## config.mk

```make
export PLATFORM = sky130hd
export DESIGN_NAME = alu_issue
export DESIGN_NICKNAME = d
export VERILOG_FILES = /design/src/rtl/alu_pkg.sv /design/src/rtl/alu_issue_dec.sv /design/src/rtl/alu_issue.sv
export SDC_FILE = /design/constraint.sdc
export NUM_CORES = 1
export LEC_CHECK = 0
export CAP_MARGIN = 5
export CORE_ASPECT_RATIO = 0.8
export CORE_MARGIN = 4
export CORE_UTILIZATION = 28
export CTS_BUF_LIST = sky130_fd_sc_hd__clkbuf_2
export CTS_CLUSTER_SIZE = 8
export DETAILED_ROUTE_END_ITERATION = 7
export HOLD_SLACK_MARGIN = 0.02
export PLACE_DENSITY_LB_ADDON = 0.05
export SLEW_MARGIN = 10
export SYNTH_ARGS = -nofsm -noshare
export SYNTH_HDL_FRONTEND = slang
export SYNTH_SLANG_ARGS = --single-unit
export TNS_END_PERCENT = 100
```

## constraint.sdc

```tcl
create_clock -name clk -period 6.8 [get_ports clk]
set_clock_uncertainty 0.2 [all_clocks]
set_input_delay 1.02 -clock clk [delete_from_list [all_inputs] [get_ports clk]]
set_output_delay 1.02 -clock clk [all_outputs]
set_load 0.02 [all_outputs]
```

## src/rtl/alu_pkg.sv

```systemverilog
// Shared ALU issue definitions: ALU control codes, RV32I opcode/funct3 values,
// immediate formats and the issue payload record.
package alu_pkg;

  localparam logic [3:0] CNTL_ADD  = 4'd0;
  localparam logic [3:0] CNTL_SLT  = 4'd1;
  localparam logic [3:0] CNTL_SLTU = 4'd2;
  localparam logic [3:0] CNTL_AND  = 4'd3;
  localparam logic [3:0] CNTL_OR   = 4'd4;
  localparam logic [3:0] CNTL_XOR  = 4'd5;
  localparam logic [3:0] CNTL_SLL  = 4'd6;
  localparam logic [3:0] CNTL_SRL  = 4'd7;
  localparam logic [3:0] CNTL_SUB  = 4'd8;
  localparam logic [3:0] CNTL_SRA  = 4'd9;
  localparam logic [3:0] CNTL_AM   = 4'd10;

  localparam logic [6:0] OPC_OP      = 7'b0110011;
  localparam logic [6:0] OPC_OPIMM   = 7'b0010011;
  localparam logic [6:0] OPC_LUI     = 7'b0110111;
  localparam logic [6:0] OPC_AUIPC   = 7'b0010111;
  localparam logic [6:0] OPC_LOAD    = 7'b0000011;
  localparam logic [6:0] OPC_STORE   = 7'b0100011;
  localparam logic [6:0] OPC_BRANCH  = 7'b1100011;
  localparam logic [6:0] OPC_JAL     = 7'b1101111;
  localparam logic [6:0] OPC_JALR    = 7'b1100111;
  localparam logic [6:0] OPC_CUSTOM0 = 7'b0001011;

  localparam logic [2:0] F3_ADD  = 3'b000;
  localparam logic [2:0] F3_SLL  = 3'b001;
  localparam logic [2:0] F3_SLT  = 3'b010;
  localparam logic [2:0] F3_SLTU = 3'b011;
  localparam logic [2:0] F3_XOR  = 3'b100;
  localparam logic [2:0] F3_SR   = 3'b101;
  localparam logic [2:0] F3_OR   = 3'b110;
  localparam logic [2:0] F3_AND  = 3'b111;

  localparam logic [2:0] F3_BEQ  = 3'b000;
  localparam logic [2:0] F3_BNE  = 3'b001;
  localparam logic [2:0] F3_BLT  = 3'b100;
  localparam logic [2:0] F3_BGE  = 3'b101;
  localparam logic [2:0] F3_BLTU = 3'b110;
  localparam logic [2:0] F3_BGEU = 3'b111;

  typedef enum logic [2:0] {IMM_NONE, IMM_I, IMM_S, IMM_U, IMM_SH, IMM_FOUR} imm_t;

  typedef struct packed {
    logic [31:0] srca;
    logic [31:0] srcb;
    logic [3:0]  cntl;
    logic        not_s;
    logic [4:0]  rd;
    logic        we;
    logic        illegal;
  } issue_t;

  function automatic logic [31:0] gen_imm(input imm_t sel, input logic [31:0] instr);
    case (sel)
      IMM_I:    gen_imm = {{20{instr[31]}}, instr[31:20]};
      IMM_S:    gen_imm = {{20{instr[31]}}, instr[31:25], instr[11:7]};
      IMM_U:    gen_imm = {instr[31:12], 12'b0};
      IMM_SH:   gen_imm = {27'b0, instr[24:20]};
      IMM_FOUR: gen_imm = 32'd4;
      default:  gen_imm = '0;
    endcase
  endfunction

endpackage

```

## src/rtl/alu_issue_dec.sv

```systemverilog
// Combinational RV32I decoder producing ALU operands and control.
// Optional AM custom-0 decode enabled by ALU_ISSUE_AM_EN.
module alu_issue_dec
  import alu_pkg::*;
(
  input  logic [31:0] instr,
  input  logic [31:0] pc,
  input  logic [31:0] rs1_val,
  input  logic [31:0] rs2_val,
  output issue_t      dec
);

  logic [6:0] opcode;
  logic [2:0] funct3;
  logic [6:0] funct7;
  logic [4:0] rd_field;
  logic       shift_f7_ok;
  logic [3:0] cntl;
  logic       we;
  logic       illegal;
  logic [31:0] srca;
  imm_t       imm_sel;

  assign opcode      = instr[6:0];
  assign funct3      = instr[14:12];
  assign funct7      = instr[31:25];
  assign rd_field    = instr[11:7];
  assign shift_f7_ok = (funct7 == 7'b0000000) || (funct7 == 7'b0100000);

  always_comb begin
    srca    = rs1_val;
    imm_sel = IMM_NONE;
    cntl    = CNTL_ADD;
    we      = 1'b0;
    illegal = 1'b0;
    case (opcode)
      OPC_OP: begin
        we = 1'b1;
        case (funct3)
          F3_ADD:  cntl = funct7[5] ? CNTL_SUB : CNTL_ADD;
          F3_SLL:  cntl = CNTL_SLL;
          F3_SLT:  cntl = CNTL_SLT;
          F3_SLTU: cntl = CNTL_SLTU;
          F3_XOR:  cntl = CNTL_XOR;
          F3_SR:   cntl = funct7[5] ? CNTL_SRA : CNTL_SRL;
          F3_OR:   cntl = CNTL_OR;
          default: cntl = CNTL_AND;
        endcase
      end
      OPC_OPIMM: begin
        we      = 1'b1;
        imm_sel = IMM_I;
        case (funct3)
          F3_ADD:  cntl = CNTL_ADD;
          F3_SLL: begin
            cntl    = CNTL_SLL;
            imm_sel = IMM_SH;
            illegal = !shift_f7_ok;
          end
          F3_SLT:  cntl = CNTL_SLT;
          F3_SLTU: cntl = CNTL_SLTU;
          F3_XOR:  cntl = CNTL_XOR;
          F3_SR: begin
            cntl    = funct7[5] ? CNTL_SRA : CNTL_SRL;
            imm_sel = IMM_SH;
            illegal = !shift_f7_ok;
          end
          F3_OR:   cntl = CNTL_OR;
          default: cntl = CNTL_AND;
        endcase
      end
      OPC_LUI: begin
        srca    = '0;
        imm_sel = IMM_U;
        we      = 1'b1;
      end
      OPC_AUIPC: begin
        srca    = pc;
        imm_sel = IMM_U;
        we      = 1'b1;
      end
      OPC_LOAD: begin
        imm_sel = IMM_I;
        we      = 1'b1;
      end
      OPC_STORE: imm_sel = IMM_S;
      OPC_BRANCH: begin
        case (funct3)
          F3_BEQ, F3_BNE:   cntl = CNTL_SUB;
          F3_BLT, F3_BGE:   cntl = CNTL_SLT;
          F3_BLTU, F3_BGEU: cntl = CNTL_SLTU;
          default:          illegal = 1'b1;
        endcase
      end
      OPC_JAL, OPC_JALR: begin
        srca    = pc;
        imm_sel = IMM_FOUR;
        we      = 1'b1;
      end
`ifdef ALU_ISSUE_AM_EN
      OPC_CUSTOM0: begin
        if (funct3 == 3'b000) begin
          cntl = CNTL_AM;
          we   = 1'b1;
        end else begin
          illegal = 1'b1;
        end
      end
`endif
      default: illegal = 1'b1;
    endcase

    // Illegal encodings collapse to a harmless ADD of zeros with no writeback.
    if (illegal) begin
      dec.srca = '0;
      dec.srcb = '0;
      dec.cntl = CNTL_ADD;
      dec.we   = 1'b0;
    end else begin
      dec.srca = srca;
      dec.srcb = (imm_sel == IMM_NONE) ? rs2_val : gen_imm(imm_sel, instr);
      dec.cntl = cntl;
      dec.we   = we && (rd_field != 5'd0);
    end
    dec.not_s   = (dec.cntl != CNTL_SLTU);
    dec.rd      = dec.we ? rd_field : 5'd0;
    dec.illegal = illegal;
  end

endmodule

```

## src/rtl/alu_issue.sv

```systemverilog
// ALU issue stage: one-entry valid/ready register around alu_issue_dec with flush.
// Define ALU_ISSUE_AM_EN to decode custom-0 funct3=000 as the AM operation.
module alu_issue
  import alu_pkg::*;
#(
  parameter int unsigned XLEN     = 32,
  parameter logic [3:0]  RST_CNTL = 4'h0
) (
  input  logic            clk,
  input  logic            rst,
  input  logic            flush,
  input  logic            in_valid,
  output logic            in_ready,
  input  logic [31:0]     in_instr,
  input  logic [XLEN-1:0] in_pc,
  input  logic [XLEN-1:0] in_rs1_val,
  input  logic [XLEN-1:0] in_rs2_val,
  output logic            out_valid,
  input  logic            out_ready,
  output logic [XLEN-1:0] out_srca,
  output logic [XLEN-1:0] out_srcb,
  output logic [3:0]      out_cntl,
  output logic            out_not_s,
  output logic [4:0]      out_rd,
  output logic            out_we,
  output logic            out_illegal
);

  localparam issue_t RST_ENTRY = '{srca: '0, srcb: '0, cntl: RST_CNTL, not_s: 1'b1,
                                   rd: '0, we: 1'b0, illegal: 1'b0};

  issue_t dec;
  issue_t entry;
  logic   accept;

  alu_issue_dec u_dec (
    .instr   (in_instr),
    .pc      (in_pc),
    .rs1_val (in_rs1_val),
    .rs2_val (in_rs2_val),
    .dec     (dec)
  );

  assign in_ready = !out_valid || out_ready;
  assign accept   = in_valid && in_ready && !flush;

  always_ff @(posedge clk) begin
    if (rst || flush) begin
      out_valid <= 1'b0;
      entry     <= RST_ENTRY;
    end else if (accept) begin
      out_valid <= 1'b1;
      entry     <= dec;
    end else if (out_ready) begin
      out_valid <= 1'b0;
    end
  end

  assign out_srca    = entry.srca;
  assign out_srcb    = entry.srcb;
  assign out_cntl    = entry.cntl;
  assign out_not_s   = entry.not_s;
  assign out_rd      = entry.rd;
  assign out_we      = entry.we;
  assign out_illegal = entry.illegal;

endmodule

```

==> results.ini, run 1 <==
[run_status]
status=finished, final reports clean

[route]
drt_iter0_drc=245
viasPerCell=5.04
top_layer=met4
drt-total-wl_um=13400
vias=3822
met2WireLength_um=6000
drc=0
ant_nets=0
first_pass_iters=5
met3_length_um=1020
post_drt_wl_per_cell_um=17.7
wl_met1_um=6270

[clock_network]
ctsResizeCount=0
postCtsSetupRepairBufs=0
postCtsHoldBufs=0
clk_latency_ns=0.56
cts_tree=yes
cts_inserted_buffers=9
htreeDepth=3
cts.clk_slew.worst_paths_ns=0.23
root_buffer=clkbuf_2
clk_path_buf_depth=2
cts_sinks=77

[worst_setup_path]
r2r_end=out_rd[0]$_SDFFE_PP0P_
end_kind=output port
r2r_cells=5
cp.required_ns=5.58
startpoint_type=primary input
crit_type=primary input to output port
timing.rr.start=out_valid$_SDFFE_PP0P_
arrival_ns=2.26
reg2reg_setup_slack_ns=4.10
worstPathMaxFanout=5

[cells_and_area]
final_cell_mix=210 x clkdlybuf4s50_1, 77 x dfxtp_1, 75 x nand2_1
final_core_util_pct=47.4
syn_to_final_growth_pct=65.9
diodes=0
num-nets-final=735
final_common_cell=clkdlybuf4s50_1
drive_above_1_share_pct=5.60

[synth]
synth-edff-count=0
yosysWarnings=0
synth_nets=541
synth_async_sr_flop_share_pct=0
syn_area_sq_mm=0.00346
synth-main-ff-cell=dfxtp_1
synthCells=408
ys_seq_elements=77
synth_cell_types=47
avgSynthCellArea_sq_um=8.48
seq_area_frac_synth_pct=44.6

[die]
die_area_sq_mm=0.0142
coreArea_sq_mm=0.0121
die_h_um=107
pin_count=211
die_x_um=132
start_util_pct=28.6
num_rows=36

[placed_design]
dp_slack_ns=2.79
dpl.hpwl_um=9980
portBuffers=210
gp_congestion=0.804

[timing]
period_minus_slack_ns=3.48
slew_violations=0
fin_tns_setup_ns=0
slew_headroom_pct=38.8
worst_slack_ns=3.32
finalCritPeriodShare_pct=51.2
hold_violations=0
rsz0062_at_grt=false
worst_hold_slack_ns=0.262
finalSetupViolations=0
max_freq_mhz=287
tightest_slew_ns=0.916

[pwr]
vdd_drop_max_mv=0.0726
p_int_w=0.000602
combPwrFrac_pct=18.2
p_leak_nw=1.98
pwr-share-clk_pct=28.2
p_per_area_mw_per_mm2=149
share_seq_of_total_power_pct=53.5
p_switching_w=0.000252
switching_share_pct=29.5
design_power_total_w=0.000854

[global_route]
grt_usage_pct=18.4
grt_antenna_before_repair=0
grt_overflow_total=0
grt_pass1_vias=3725
grt_pass1_wl_um=20800
grt_max_degree=65

[flow_run]
cap_viol_max_count=0

[worst_hold_path]
hold_path_depth=2
hp-start=out_srca[28]$_SDFFE_PP0P_
hold_class=flip-flop to flip-flop
holdPathEnd=out_srca[28]$_SDFFE_PP0P_

[synthesized netlist by cell type (4+ instances only)]
cell type  count  area [sq um]
a21oi_1       10          50.1
a221oi_1      19           166
a22o_1         8          70.1
a22oi_1       43           323
buf_6          6          67.6
clkbuf_1      23          86.3
dfxtp_1       77          1540
inv_1          4          15.0
nand2_1       75           282
nor2_1        12          45.0
nor2b_1        7          43.8
nor4_1         5          31.3
o21ai_0       11          55.1
o21ai_1       60           300
[per-stage QoR]
step                cell area, sq um  std cells
global route                    5740        759
floorplan                       3460        408
finish                          5740        759
global placement                5640        743
detailed placement              5640        743
CTS                             5740        759
[final cells by class]
type | count | area, sq um
Tap cell | 152 | 190
Clock inverter | 7 | 57.6
Multi-Input combinational cell | 293 | 1740
Clock buffer | 9 | 45.0
Fill cell | 1210 | 6380
Timing Repair Buffer | 216 | 2150
Sequential cell | 77 | 1540
Inverter | 5 | 18.8
[worst max path at each step]
stage,end,startpoint
finish,in_ready,out_ready
global route,out_srcb[2]$_SDFFE_PP0P_,in_instr[2]
CTS,in_ready,out_ready
detailed placement,out_srcb[2]$_SDFFE_PP0P_,in_instr[2]
global placement,out_srcb[3]$_SDFFE_PP0P_,in_instr[4]
floorplan,out_srcb[13]$_SDFFE_PP0P_,in_instr[6]
[power by group through the flow]
stage | registers [W] | clock network [W] | logic, W
2_1_floorplan | 0.000469 | 0 | 0.0000496
3_3_place_gp | 0.000465 | 0 | 0.000155
3_5_place_dp | 0.000465 | 0 | 0.000155
4_1_cts | 0.000457 | 0.000252 | 0.000156
5_1_grt | 0.000458 | 0.000272 | 0.000167
6_report | 0.000457 | 0.000241 | 0.000156
[critical path, stage by stage]
cell,delay (ns)
clkdlybuf4s50_1,0.44
nand2b_1,0.17
clkdlybuf4s50_1,0.63
[per-layer routing]
metal,vias up,track usage (%)
met3,8,6.21
met1,1764,25.1
met2,153,28.4
met4,0,3.49
li1,1897,-
met5,-,0
[cells by family (layout without fill, tap and decap cells)]
| group | after synthesis | in the layout | synth area share (%) |
|---|---|---|---|
| AND/OR/NAND/NOR | 125 | 125 | 16.7 |
| buffers and inverters | 38 | 237 | 5.68 |
| AO/OA/AOI/OAI | 168 | 168 | 33.1 |
| flip-flops | 77 | 77 | 44.6 |
[registers in the layout, indices dropped and copies added, names as in the netlist]
| register | count |
|---|---|
| out_srca | 32 |
| out_srcb | 32 |
| out_rd | 5 |
| out_not_s | 1 |
| out_cntl | 4 |
| out_we | 1 |
| out_valid | 1 |
| out_illegal | 1 |
Power figures use the tool's default switching activity.
==> inputs of run 2 (changes only) <==
==> constraint.sdc (replaced) <==
create_clock -name clk -period 3.4 [get_ports clk]
set_clock_uncertainty 0.2 [all_clocks]
set_input_delay 0.51 -clock clk [delete_from_list [all_inputs] [get_ports clk]]
set_output_delay 0.51 -clock clk [all_outputs]
set_load 0.02 [all_outputs]
==> results.ini, run 2 (synthesis gave the netlist of run 1 again) <==
[run_status]
status=finished, final reports clean

[route]
viasPerCell=5.09  ; +1.2%
ant_nets=0  ; unchanged
drt_iter0_drc=296  ; +21%
post_drt_wl_per_cell_um=17.1  ; -3.3%
drt-total-wl_um=13200  ; -1.9%
drc=0  ; unchanged
first_pass_iters=5  ; unchanged
vias=3923  ; +2.6%

[worst_setup_path]
r2r_cells=5  ; unchanged
end_kind=flip-flop
arrival_ns=2.80  ; +0.54 ns
reg2reg_setup_slack_ns=1.29  ; -2.81 ns
timing.rr.start=out_valid$_SDFFE_PP0P_
worstPathMaxFanout=64  ; +59
startpoint_type=primary input
crit_type=primary input to flip-flop
cp.required_ns=3.64  ; -1.94 ns
r2r_end=out_srcb[1]$_SDFFE_PP0P_

[pwr]
p_leak_nw=2.06  ; +4.0%
p_per_area_mw_per_mm2=295  ; +98%
vdd_drop_max_mv=0.149  ; +110%

[cells_and_area]
final_cell_mix=210 x clkdlybuf4s50_1, 77 x dfxtp_1, 75 x nand2_1
drive_above_1_share_pct=7.28  ; +1.7 points
num-nets-final=747  ; +1.6%
syn_to_final_growth_pct=69.4
final_common_cell=clkdlybuf4s50_1
diodes=0  ; unchanged

[die]
die_x_um=132  ; unchanged
die_area_sq_mm=0.0142  ; unchanged
pin_count=211  ; unchanged
num_rows=36  ; unchanged
start_util_pct=28.6  ; unchanged
coreArea_sq_mm=0.0121  ; unchanged
die_h_um=107  ; unchanged

[global_route]
grt_pass1_vias=3798  ; +2.0%
grt_pass1_wl_um=20800  ; about the same
grtUsageMet3_pct=5.93  ; -0.28 points
met1_usage_pct=23.9  ; -1.2 points
grt_overflow_total=0  ; unchanged
grt_antenna_before_repair=0  ; unchanged
grt_busiest_layer=met2
grt_max_degree=65  ; unchanged
grt_usage_pct=18.2  ; -0.11 points
met2_usage_pct=29.1  ; +0.70 points

[clock_network]
cts.clk_slew.worst_paths_ns=0.20  ; -0.03 ns
clk_latency_ns=0.49  ; -0.07 ns
cts_inserted_buffers=9  ; unchanged
clk_path_buf_depth=2  ; unchanged
ctsResizeCount=0  ; unchanged
cts_tree=yes
root_buffer=clkbuf_2
htreeDepth=3  ; unchanged
postCtsSetupRepairBufs=0  ; unchanged
postCtsHoldBufs=0  ; unchanged
cts_sinks=77  ; unchanged

[timing]
rsz0062_at_grt=false
slew_headroom_pct=60.1  ; +21 points
tightest_slew_ns=0.593  ; -0.322 ns
period_minus_slack_ns=2.56
max_freq_mhz=390
fin_tns_setup_ns=0  ; unchanged
finalSetupViolations=0  ; unchanged
worst_slack_ns=0.838  ; -2.48 ns
slew_violations=0  ; unchanged
finalCritPeriodShare_pct=75.4
hold_violations=0  ; unchanged

[placed_design]
portBuffers=210  ; unchanged
dp_slack_ns=0.284  ; -2.51 ns
gp_congestion=0.828  ; +3.0%
dpl.hpwl_um=10000  ; +0.43%

[worst_hold_path]
hold_path_depth=2  ; unchanged
holdPathEnd=out_srca[16]$_SDFFE_PP0P_
hp-start=out_srca[16]$_SDFFE_PP0P_
hold_class=flip-flop to flip-flop

[flow_run]
cap_viol_max_count=0  ; unchanged

## run 2: worst max-delay path: stages
cell,delay (ns)
clkdlybuf4s50_1,0.48
or2_1,0.31
a2111oi_4,0.32
o2bb2ai_2,0.11
or4_2,0.65
buf_12,0.24
o21ai_0,0.18
## run 2: worst max path at each step
stage / depth (start not counted) / slack, ns / startpoint / end
2_1_floorplan: 8 / 1.02 / in_instr[6] / out_srcb[23]$_SDFFE_PP0P_
4_1_cts: 7 / 0.89 / in_instr[3] / out_srcb[1]$_SDFFE_PP0P_
5_1_grt: 7 / 0.77 / in_instr[3] / out_cntl[2]$_SDFFE_PP0P_
6_report: 7 / 0.84 / in_instr[3] / out_srcb[1]$_SDFFE_PP0P_
3_5_place_dp: 7 / 0.28 / in_instr[3] / out_srcb[1]$_SDFFE_PP0P_
3_3_place_gp: 7 / 0.35 / in_instr[28] / out_srcb[0]$_SDFFE_PP0P_
## run 2: metal layers
metal | part of all wire [%] | up-vias
met5 | 0 | -
met4 | 1.2 | 0
met3 | 8.6 | 16
met2 | 47 | 162
met1 | 44 | 1821
li1 | - | 1924
## run 2: layout make-up
| class | instances | area [sq um] |
|---|---|---|
| Clock buffer | 9 | 45.0 |
| Clock inverter | 6 | 63.8 |
| Fill cell | 1191 | 6250 |
| Inverter | 5 | 18.8 |
| Multi-Input combinational cell | 293 | 1740 |
| Sequential cell | 77 | 1540 |
| Tap cell | 152 | 190 |
| Timing Repair Buffer | 228 | 2260 |
## run 2: per-stage QoR
step	hold slack (ns)	total power, W	util (%)	std cells	instance area [sq um]
floorplan	0.325	0.00104	-	408	3460
global placement	0.235	0.00125	47.5	755	5750
detailed placement	0.241	0.00125	47.5	755	5750
CTS	0.265	0.00176	48.4	770	5860
global route	0.278	0.00182	48.4	770	5860
finish	0.261	0.00173	48.4	770	5860
## run 2: report_power, final
| group | switching (W) | total, W | internal (W) |
|---|---|---|---|
| Combinational | 0.000124 | 0.000319 | 0.000195 |
| Sequential | 0.00000275 | 0.000913 | 0.000910 |
| Clock | 0.000331 | 0.000496 | 0.000165 |
| Total | 0.000457 | 0.00173 | 0.00127 |
